--- config.mk ---
export PLATFORM = sky130hd
export DESIGN_NAME = vga_frame_reader
export DESIGN_NICKNAME = d
export VERILOG_FILES = /design/src/rtl/vga_frame_reader.sv
export SDC_FILE = /design/constraint.sdc
export NUM_CORES = 1
export LEC_CHECK = 0
export CAP_MARGIN = 5
export CORE_UTILIZATION = 49
export DETAILED_ROUTE_END_ITERATION = 8
export PLACE_DENSITY = 0.76
export SLEW_MARGIN = 5
export SYNTH_ARGS = -nofsm -noshare
export SYNTH_HDL_FRONTEND = slang
export SYNTH_SLANG_ARGS = --single-unit
--- constraint.sdc ---
create_clock -name clk -period 2.1 [get_ports clk]
set_input_delay 0.42 -clock clk [delete_from_list [all_inputs] [get_ports clk]]
set_output_delay 0.42 -clock clk [all_outputs]
set_load 0.1 [all_outputs]
--- src/rtl/vga_frame_reader.sv ---
// vga_frame_reader: raster scan of the 160x120 image RAM, 4x4 upscale,
// 640x480@60 VGA timing with a one-tick registered output stage.
module vga_frame_reader #(
  parameter int CLK_DIV     = 2,
  parameter int H_ACTIVE    = 640,
  parameter int H_FP        = 16,
  parameter int H_SYNC      = 96,
  parameter int H_BP        = 48,
  parameter int V_ACTIVE    = 480,
  parameter int V_FP        = 10,
  parameter int V_SYNC      = 2,
  parameter int V_BP        = 33,
  parameter int SCALE_SHIFT = 2
) (
  input  logic       clk,
  input  logic       rst,
  input  logic [2:0] pix_din,
  output logic [7:0] rd_x_addr,
  output logic [6:0] rd_y_addr,
  output logic [2:0] vga_rgb,
  output logic       vga_hs,
  output logic       vga_vs,
  output logic       vga_blank_n,
  output logic       vblank,
  output logic       frame_done
);

  localparam int H_TOTAL = H_ACTIVE + H_FP + H_SYNC + H_BP;
  localparam int V_TOTAL = V_ACTIVE + V_FP + V_SYNC + V_BP;
  localparam int DIV_W   = $clog2(CLK_DIV);
  localparam int H_W     = $clog2(H_TOTAL);
  localparam int V_W     = $clog2(V_TOTAL);
  localparam int HS_BEG  = H_ACTIVE + H_FP;
  localparam int HS_END  = HS_BEG + H_SYNC;
  localparam int VS_BEG  = V_ACTIVE + V_FP;
  localparam int VS_END  = VS_BEG + V_SYNC;

  logic [DIV_W-1:0] div_cnt;
  logic [H_W-1:0]   h_cnt;
  logic [V_W-1:0]   v_cnt;
  logic             tick;
  logic             h_last;
  logic             v_last;
  logic             active;
  logic             hs0;
  logic             vs0;

  assign tick   = (div_cnt == DIV_W'(CLK_DIV - 1));
  assign h_last = (h_cnt == H_W'(H_TOTAL - 1));
  assign v_last = (v_cnt == V_W'(V_TOTAL - 1));
  assign active = (h_cnt < H_W'(H_ACTIVE)) &&
                  (v_cnt < V_W'(V_ACTIVE));

  // Pixel-rate divider: one tick every CLK_DIV clocks.
  always_ff @(posedge clk) begin
    if (rst) begin
      div_cnt <= '0;
    end else if (tick) begin
      div_cnt <= '0;
    end else begin
      div_cnt <= div_cnt + 1'b1;
    end
  end

  // Raster position: h advances per tick, v advances on h wrap.
  always_ff @(posedge clk) begin
    if (rst) begin
      h_cnt <= '0;
      v_cnt <= '0;
    end else if (tick) begin
      if (h_last) begin
        h_cnt <= '0;
        v_cnt <= v_last ? '0 : v_cnt + 1'b1;
      end else begin
        h_cnt <= h_cnt + 1'b1;
      end
    end
  end

  // Stage 0: RAM address and raw syncs straight from the counters.
  always_comb begin
    rd_x_addr = '0;
    rd_y_addr = '0;
    if (active) begin
      rd_x_addr = 8'(h_cnt >> SCALE_SHIFT);
      rd_y_addr = 7'(v_cnt >> SCALE_SHIFT);
    end
    hs0 = !((h_cnt >= H_W'(HS_BEG)) && (h_cnt < H_W'(HS_END)));
    vs0 = !((v_cnt >= V_W'(VS_BEG)) && (v_cnt < V_W'(VS_END)));
  end

  assign vblank = (v_cnt >= V_W'(V_ACTIVE));

  // Stage 1: RAM data is a tick behind the address, so syncs and
  // blank are delayed by the same tick to stay aligned with rgb.
  always_ff @(posedge clk) begin
    if (rst) begin
      vga_hs      <= 1'b1;
      vga_vs      <= 1'b1;
      vga_blank_n <= 1'b0;
      vga_rgb     <= 3'd0;
    end else if (tick) begin
      vga_hs      <= hs0;
      vga_vs      <= vs0;
      vga_blank_n <= active;
      vga_rgb     <= active ? pix_din : 3'd0;
    end
  end

  // End-of-frame pulse, one clk, as v moves into the first blank line.
  always_ff @(posedge clk) begin
    if (rst) begin
      frame_done <= 1'b0;
    end else begin
      frame_done <= tick && h_last &&
                    (v_cnt == V_W'(V_ACTIVE - 1));
    end
  end

endmodule

==> results.yml, run 1 <==
run_status:
  outcome: "finished, violations left"
  failed_checks: "DRC"
drt:
  drc: 8
  drtAntennaViolNets: 0
  drt_wl_total_mm: 3.66
  routed_via_density: 5.80
  wl_per_cell_um: 15.4
  drtIter0Drc: 48
  vias: 1380
  dr.pass1.iters: 6
sta:
  final-hold-violation-count: 0
  final_max_slew_viol_count: 0
  fin_ws_ps: 50.3
  clock_skew_ps: 1.29
  period_needed_ps: 2050
  fin_tns_setup_ps: 0
  period_share_pct: 97.6
  hold_slack_ps: 490
  final-setup-viol-count: 0
  tightest_slew_ps: 455
  rsz0062_at_grt: "true"
  fmaxAchievable_mhz: 488
  relSlewSlack_pct: 69.4
synth:
  synth_seq_cells: 28
  yosysWarnings: 0
  yosysUniqueCellTypes: 38
  synth_edf_count: 0
  synth_top_area_share_pct: 38.2
  synth_ff_type: "dfxtp_1"
  syn_area_sq_um: 1470
  syn_inst: 172
  ys_seq_area_share_pct: 38.2
  netlist_top_cells_count: "28 x dfxtp_1, 17 x nor2_1, 14 x and2_1"
  avgSynthCellArea_sq_um: 8.53
  yosys.area.top_type: "dfxtp_1"
  yosysMostFrequentCell: "dfxtp_1"
  syn_nets: 182
  yosys-top-cells-area: "dfxtp_1 38%, and2_1 6.0%, nor2_1 4.3%"
  async_flop_share_pct: 0
job:
  maxCapViolations: 0
place:
  pre_cts_slack_ps: 21.2
  place_area_sq_um: 2020
  finalWeightedCongestion: 0.888
  io_buffers: 27
  hpwlAfterDp_mm: 2.69
setup_path:
  cp-start-kind: "flop"
  rrSetupSlack_ps: 50
  end_kind: "primary output"
  cp_data_arrival_time_ps: 1630
  reg2reg_from: "h_cnt[1]$_SDFFE_PP0P_"
  r2r_end: "v_cnt[6]$_SDFFE_PP0P_"
  cpMostUsedCell: "buf_12"
  reg2reg_depth: 5
  worstPathCellList: "buf_4 -> o21a_1 -> nor2_4 -> buf_12 -> and2_2 -> buf_12"
  required_ps: 1680
  max_stage_delay_ps: 340
  crit_type: "reg2out"
  crit_fanout: 18
  crit_path_top_delay_cell: "dfxtp_1"
cells_and_area:
  area_delta_synth_final_pct: 43.7
  fin_nets: 218
  design_area_sq_um: 2110
  regArea_sq_um: 564
  utilization_pct: 75.2
  fill_cells: 220
  num_antenna_cells: 0
  multiInputGateArea_sq_um: 895
  drive_above_1_share_pct: 33.3
power:
  vdd_ir_drop_max_mv: 0.520
  power.switching_w: 0.000224
  combinationalPowerShare_pct: 10.1
  seqPwrFrac_pct: 60.8
  power_leakage_nw: 0.800
  power_density_nw_per_um2: 426
  internal_power_w: 0.000675
  switching_share_pct: 25.0
  power_frac_clock_pct: 29.2
clock_network:
  path_clk_slew_ps: 150
  root_buffer: "clkbuf_4"
  cts_buffers: 3
  cts_num_sinks: 28
  clk_latency_ps: 320
  ctsHtreeMaxLevel: 1
  ctsLongestPathBuffers: 2
  cts_hold_buf: 0
  cts_tree: "built"
worst_hold_path:
  min_from: "vga_rgb[0]$_SDFFE_PP0P_"
  hold_class: "reg2reg"
  hold-path-endpoint: "vga_rgb[0]$_SDFFE_PP0P_"
  hold_path_depth: 2
floorplanning:
  ios: 28
  die_h_um: 56.7
  die_w_um: 56.7
  core_area_sq_um: 2810
  dieArea_sq_um: 3220
  initial_core_util_pct: 52.3
  rows: 19
grt:
  grt_pass1_wl_mm: 5.87
  grt_max_degree: 19
  grt_pass1_vias: 1301
  grt.total_usage_pct: 23.5
  antenna_found_initial: 0
  grt-ovfl-total: 0
## layer usage
| layer | vias up | global-route usage [%] | part of all wire [%] |
|---|---|---|---|
| met5 | - | 0 | 0 |
| met4 | 0 | 9.06 | 2.0 |
| met3 | 9 | 2.53 | 5.1 |
| met2 | 64 | 43.5 | 52 |
| met1 | 637 | 27.4 | 41 |
| li1 | 670 | - | - |
## cells in the final DEF, fill, tap and decap left out, types with 4 or more instances in the layout
cell type / count
a21oi_1: 7
and2_2: 7
and2_4: 7
and4_1: 4
buf_12: 17
buf_4: 23
clkdlybuf4s50_1: 4
dfxtp_1: 25
ha_1: 4
inv_1: 6
nand2_1: 4
nand2b_1: 5
nand3_1: 10
nand4_1: 6
nor2_1: 16
o21ai_0: 4
o31ai_1: 4
xnor2_1: 4
xor2_1: 7
## logic make-up (layout without fill, tap and decap cells)
logic type / Yosys count / after routing / synth area share (%)
AOI/OAI and AO/OA: 21 / 21 / 9.12
xor gates and xnor gates: 11 / 11 / 6.56
adders and majority gates: 5 / 5 / 4.26
buffers and inverters: 19 / 54 / 5.71
DFF: 28 / 28 / 38.2
muxes: 4 / 4 / 2.81
and+or+nand+nor: 84 / 84 / 33.3
## power groups by stage
stage	Clock [W]	Combinational, W	Sequential (W)
2_1_floorplan	0	0.0000320	0.000591
3_3_place_gp	0	0.0000880	0.000557
3_5_place_dp	0	0.0000905	0.000557
4_1_cts	0.000267	0.0000909	0.000546
5_1_grt	0.000287	0.0000958	0.000547
6_report	0.000262	0.0000906	0.000546
## through the flow
stage,power [W],instances
global placement,0.000645,230
detailed placement,0.000648,230
finish,0.000899,238
CTS,0.000905,234
global route,0.000930,238
floorplan,0.000622,172
## cell type report
type | instances | area share, %
clock buffers | 4 | 1.72
inverters | 6 | 1.07
well taps | 31 | 1.84
multi-input cells | 125 | 42.4
flip-flops and latches | 28 | 26.7
repair buffers | 44 | 26.2
## how the worst max path moves through the flow
stage,start,to,slack [ps],depth (start not counted)
floorplan,v_cnt[6]$_SDFFE_PP0P_,rd_x_addr[7],-290,3
global placement,h_cnt[1]$_SDFFE_PP0P_,v_cnt[6]$_SDFFE_PP0P_,130,5
detailed placement,h_cnt[1]$_SDFFE_PP0P_,v_cnt[6]$_SDFFE_PP0P_,20,5
CTS,h_cnt[1]$_SDFFE_PP0P_,v_cnt[7]$_SDFFE_PP0P_,5,5
global route,h_cnt[1]$_SDFFE_PP0P_,v_cnt[6]$_SDFFE_PP0P_,-9,5
finish,h_cnt[7]$_SDFFE_PP0P_,rd_y_addr[6],50,6
## sequential cells by signal, summed over array words and instances (netlist names)
| register | flops |
|---|---|
| frame_done | 1 |
| vga_blank_n | 1 |
| v_cnt | 10 |
| div_cnt | 1 |
| vga_vs | 1 |
| vga_hs | 1 |
| vga_rgb | 3 |
| h_cnt | 10 |
## critical path, delay by kind of cell (launching register included)
family	cells	cell delay [ps]
AO/OA/AOI/OAI	1	210
buffers and inverters	3	480
flip-flops	1	340
AND/OR/NAND/NOR	2	270
## what timing repair did
action | 4_1_cts | 5_1_grt
resized for setup | 4 | 4
pin swaps | 0 | 2
buffers inserted | 0 | 4
endpoints found under the setup margin | 17 | 20
Note: power is estimated with default switching activity, not from simulation.
==> inputs of run 2 (changes only) <==
--- a/config.mk
+++ b/config.mk
@@ -7,9 +7,9 @@
 export LEC_CHECK = 0
 export CAP_MARGIN = 5
 export CORE_UTILIZATION = 49
+export CTS_BUF_LIST = sky130_fd_sc_hd__clkbuf_16
 export DETAILED_ROUTE_END_ITERATION = 8
 export PLACE_DENSITY = 0.76
-export SLEW_MARGIN = 5
 export SYNTH_ARGS = -nofsm -noshare
 export SYNTH_HDL_FRONTEND = slang
 export SYNTH_SLANG_ARGS = --single-unit
==> run 2 against run 1 <==
Against the previous run:
- the run still ends with DRC left
- non-clock buffer count decreased by 2
- largest cell class unchanged
- critical endpoint unchanged
- via count increased by 2.0%
- worst setup slack improved by 38 ps
- highest routed layer unchanged
- register-to-register slack improved by 40 ps
- global-route usage increased by 1.5 points
- sequential share of layout area decreased by 0.34 points
==> results.yml, run 2 (same netlist as run 1, synthesis figures left out) <==
clock_network:
  cts_buffers: 3
  cts_hold_buf: 0
  ctsLongestPathBuffers: 2
  root_buffer: "clkbuf_16"
  cts_tree: "built"
  clk_latency_ps: 260
  ctsHtreeMaxLevel: 1
  path_clk_slew_ps: 70
  cts_num_sinks: 28
cells_and_area:
  layout_common_cells: "27 x dfxtp_1, 21 x buf_4, 17 x buf_12"
  regArea_sq_um: 562
  drive_above_1_share_pct: 30.7
  final_common_cell: "dfxtp_1"
  multiInputGateArea_sq_um: 887
  fill_cells: 213
  top_regs: "h_cnt: 10 flops, v_cnt: 10 flops, vga_rgb: 3 flops"
  fin_nets: 216
  num_antenna_cells: 0
  area_delta_synth_final_pct: 44.9
run_status:
  outcome: "finished, violations left"
  failed_checks: "DRC"
worst_hold_path:
  hold_path_depth: 2
  hold_class: "reg2reg"
grt:
  grt_pass1_vias: 1302
  grt-ovfl-total: 0
  grt.total_usage_pct: 25.0
  grt_pass1_wl_mm: 6.18
  grt_max_degree: 19
  antenna_found_initial: 0
power:
  vdd_ir_drop_max_mv: 0.451
  power_leakage_nw: 0.809
  p_total_w: 0.00107
  power_density_nw_per_um2: 503
floorplanning:
  rows: 19
  initial_core_util_pct: 52.3
  die_h_um: 56.7
  ios: 28
  core_area_sq_um: 2810
  die_w_um: 56.7
  dieArea_sq_um: 3220
drt:
  vias: 1407
  drtIter0Drc: 41
  drc: 8
  wl_per_cell_um: 16.2
  drt_wl_total_mm: 3.82
  drtAntennaViolNets: 0
  dr.pass1.iters: 6
  routed_via_density: 5.96
job:
  maxCapViolations: 0
setup_path:
  cp-start-kind: "flop"
  reg2reg_depth: 5
  max_stage_delay_ps: 370
  crit_path_top_delay_cell: "dfxtp_1"
  worstPathCellList: "a41o_4 -> nor2_2 -> buf_12 -> and2_2 -> buf_12"
  end_kind: "primary output"
  cp_data_arrival_time_ps: 1590
  crit_fanout: 18
  required_ps: 1680
  crit_type: "reg2out"
  cpMostUsedCell: "buf_12"
sta:
  final-hold-violation-count: 0
  fmaxAchievable_mhz: 497
  relSlewSlack_pct: 70.1
  final_max_slew_viol_count: 0
  fin_tns_setup_ps: 0
  final-setup-viol-count: 0
  rsz0062_at_grt: "false"
  period_needed_ps: 2010
  fin_ws_ps: 88.7
  period_share_pct: 95.8
  clock_skew_ps: 2.96
  tightest_slew_ps: 445
place:
  io_buffers: 27
  pre_cts_slack_ps: 21.2
  finalWeightedCongestion: 0.888
  hpwlAfterDp_mm: 2.69
## run 2: cell count changes in the layout (fill, tap and decap cells not counted), sizes merged
cell,before,now
clkbuf,4,3
clkinv,0,1
buf,40,38
## run 2: final timing paths
kind | start | end | slack (ps)
worst max-delay path | v_cnt[9]$_SDFFE_PP0P_ | rd_y_addr[6] | 90
worst min-delay path | vga_rgb[0]$_SDFFE_PP0P_ | vga_rgb[0]$_SDFFE_PP0P_ | 480
worst max register to register | h_cnt[1]$_SDFFE_PP0P_ | v_cnt[6]$_SDFFE_PP0P_ | 90
worst min register to register | vga_rgb[0]$_SDFFE_PP0P_ | vga_rgb[0]$_SDFFE_PP0P_ | 480
## run 2: power by group
part | internal, W | switching (W)
Clock | 0.000255 | 0.000178
Combinational | 0.0000285 | 0.0000627
Sequential | 0.000540 | 0.00000555
## run 2: cell type report
cell class | instances | share of cell area, %
flip-flops and latches | 28 | 26.4
inverters | 6 | 1.06
clock inverters | 1 | 0.176
well taps | 31 | 1.82
multi-input cells | 125 | 41.7
clock buffers | 3 | 3.53
repair buffers | 42 | 25.3
## run 2: routing by layer
metal | GRT usage [%] | share of wire, % | up-vias
met5 | 0 | 0 | -
met4 | 10.1 | 2.3 | 0
met3 | 4.15 | 5.8 | 11
met2 | 45.4 | 51 | 66
met1 | 28.8 | 41 | 662
li1 | - | - | 668
## run 2: through the flow
stage                     std cells  utilization, %  instance area, sq um  hold WS [ps]
after floorplan                 172               -                  1530           496
after global placement          230            72.0                  2020           460
after detailed placement        230            72.0                  2020           471
after CTS                       234            74.8                  2100           484
after global routing            236            75.8                  2130           509
final                           236            75.8                  2130           478
## run 2: what timing repair did
| item | CTS | global route |
|---|---|---|
| endpoints found under the hold margin | 0 | 0 |
| gates resized for setup | 0 | 4 |
| setup buffers | 0 | 2 |
| setup endpoints to repair | 0 | 19 |
## run 2: critical path, delay by kind of cell (launching register included)
| kind | cells | cell delay [ps] |
|---|---|---|
| compound gates | 1 | 300 |
| buf+inv | 2 | 330 |
| flops | 1 | 370 |
| simple gates | 2 | 320 |
==> inputs of run 3 (changes only) <==
--- a/config.mk
+++ b/config.mk
@@ -6,10 +6,10 @@
 export NUM_CORES = 1
 export LEC_CHECK = 0
 export CAP_MARGIN = 5
-export CORE_UTILIZATION = 49
+export CORE_UTILIZATION = 44
 export CTS_BUF_LIST = sky130_fd_sc_hd__clkbuf_16
 export DETAILED_ROUTE_END_ITERATION = 8
-export PLACE_DENSITY = 0.76
+export PLACE_DENSITY = 0.69
 export SYNTH_ARGS = -nofsm -noshare
 export SYNTH_HDL_FRONTEND = slang
 export SYNTH_SLANG_ARGS = --single-unit
==> run 3 against run 2 <==
Against the previous run:
- critical path depth is the same
- first-iteration DRC count down 9.8%
- the flow now finishes without violations
- count of clock-buffer cells in the layout is the same
==> results.yml, run 3 (same netlist as run 1, synthesis figures left out) <==
setup_path:
  cp-start-kind: "flop"
  crit_fanout: 7
  crit_path_top_delay_cell: "dfxtp_1"
  worstPathCellList: "a41o_4 -> nor2_2 -> buf_4 -> and2_4 -> buf_12"
  max_stage_delay_ps: 370
  cp_data_arrival_time_ps: 1600
  crit_type: "reg2out"
  worstPathBufferInverterCount: 2
  end_kind: "primary output"
  critPathTopFamily: "flip-flops"
  required_ps: 1680
clock_network:
  cts_buffers: 3
  cts_num_sinks: 28
  cts_tree: "built"
  ctsHtreeMaxLevel: 1
  root_buffer: "clkbuf_16"
  clk_latency_ps: 260
  cts_hold_buf: 0
  path_clk_slew_ps: 70
  ctsLongestPathBuffers: 2
drt:
  drtIter0Drc: 37
  dr.pass1.iters: 4
  vias: 1321
  drtAntennaViolNets: 0
  wl_per_cell_um: 13.7
  drt_wl_total_mm: 3.41
  drc: 0
  routed_via_density: 5.31
floorplanning:
  ios: 28
  core_area_sq_um: 3100
  dieArea_sq_um: 3570
  rows: 20
  die_h_um: 59.8
  die_w_um: 59.8
  initial_core_util_pct: 47.3
sta:
  final-hold-violation-count: 0
  clock_skew_ps: 4.39
  final-setup-viol-count: 0
  tightest_slew_ps: 409
  hold_slack_ps: 482
  rsz0062_at_grt: "false"
  period_needed_ps: 2020
  fin_tns_setup_ps: 0
  final_max_slew_viol_count: 0
  fmaxAchievable_mhz: 496
  relSlewSlack_pct: 72.5
  period_share_pct: 96.1
cells_and_area:
  drive_above_1_share_pct: 32.2
  num_antenna_cells: 0
  final_common_cell: "dfxtp_1"
  design_area_sq_um: 2140
  layout_common_cells: "26 x dfxtp_1, 22 x buf_4, 16 x nor2_1, 16 x buf_12, 10 x nand3_1"
  post_layout_nonfiller_instances: 249
  fin_nets: 217
  fill_cells: 254
  area_delta_synth_final_pct: 46.0
  top_regs: "h_cnt: 10 flops, v_cnt: 10 flops, vga_rgb: 3 flops"
place:
  dp_cells: 243
  place_area_sq_um: 2020
  io_buffers: 27
  finalWeightedCongestion: 0.837
  hpwlAfterDp_mm: 2.50
worst_hold_path:
  hold_class: "reg2reg"
power:
  vdd_ir_drop_max_mv: 0.395
  power_density_nw_per_um2: 495
  power_leakage_nw: 0.803
grt:
  grt_max_degree: 19
  grt_pass1_vias: 1228
  grt_pass1_wl_mm: 5.67
  grt.total_usage_pct: 21.1
  grt-ovfl-total: 0
  antenna_found_initial: 0
run_status:
  outcome: "finished, final reports clean"
job:
  maxCapViolations: 0
## run 3: cell types whose count changed in the layout (fill, tap and decap cells not counted), sizes merged
cell	previous run	this run
clkinv	1	0
buf	38	39
## run 3: area by class of cell
type	instances	area [sq um]	area share, %
clock buffers	3	75.1	3.50
flip-flops and latches	28	563	26.3
inverters	6	22.5	1.05
well taps	44	55.1	2.57
repair buffers	43	537	25.1
multi-input cells	125	890	41.5
## run 3: path summary, 6_finish.rpt
path	depth (start not counted)	endpoint	start	slack, ps
max	5	rd_x_addr[1]	v_cnt[9]$_SDFFE_PP0P_	80
min reg2reg	2	vga_rgb[2]$_SDFFE_PP0P_	vga_rgb[2]$_SDFFE_PP0P_	480
min	2	vga_rgb[2]$_SDFFE_PP0P_	vga_rgb[2]$_SDFFE_PP0P_	480
max reg2reg	5	v_cnt[6]$_SDFFE_PP0P_	h_cnt[1]$_SDFFE_PP0P_	120
## run 3: power by group
part / switching [W] / leakage, nW / total, W / internal, W
Clock: 0.000173 / 0.0370 / 0.000425 / 0.000253
Combinational: 0.0000618 / 0.538 / 0.0000904 / 0.0000285
Sequential: 0.00000529 / 0.228 / 0.000545 / 0.000540
Total: 0.000240 / 0.803 / 0.00106 / 0.000821
## run 3: tightest hold or removal path: stages, from the launching register on
cell and delay (ps):
dfxtp_1 310, nand2b_1 60, a21oi_1 60
## run 3: stage by stage
step                util [%]  power [W]  worst slack [ps]
floorplan                  -   0.000622              -295
global placement        65.2   0.000646               119
detailed placement      65.2   0.000648              45.5
CTS                     67.7    0.00107              2.33
global route            69.0    0.00110              5.36
finish                  69.0    0.00106              82.0
## run 3: timing repair
action / in CTS / in global routing
pin swaps: 0 / 1
cloned: 0 / 1
buffers inserted: 0 / 2
setup endpoints to repair: 7 / 20
gates resized for setup: 1 / 8
## run 3: metal layers
metal	routed length (um)	GRT usage (%)	share of wire [%]
met1	1590	27.5	47
met2	1600	34.9	47
met3	159	3.25	4.7
met4	65	7.97	1.9
met5	0	0	0
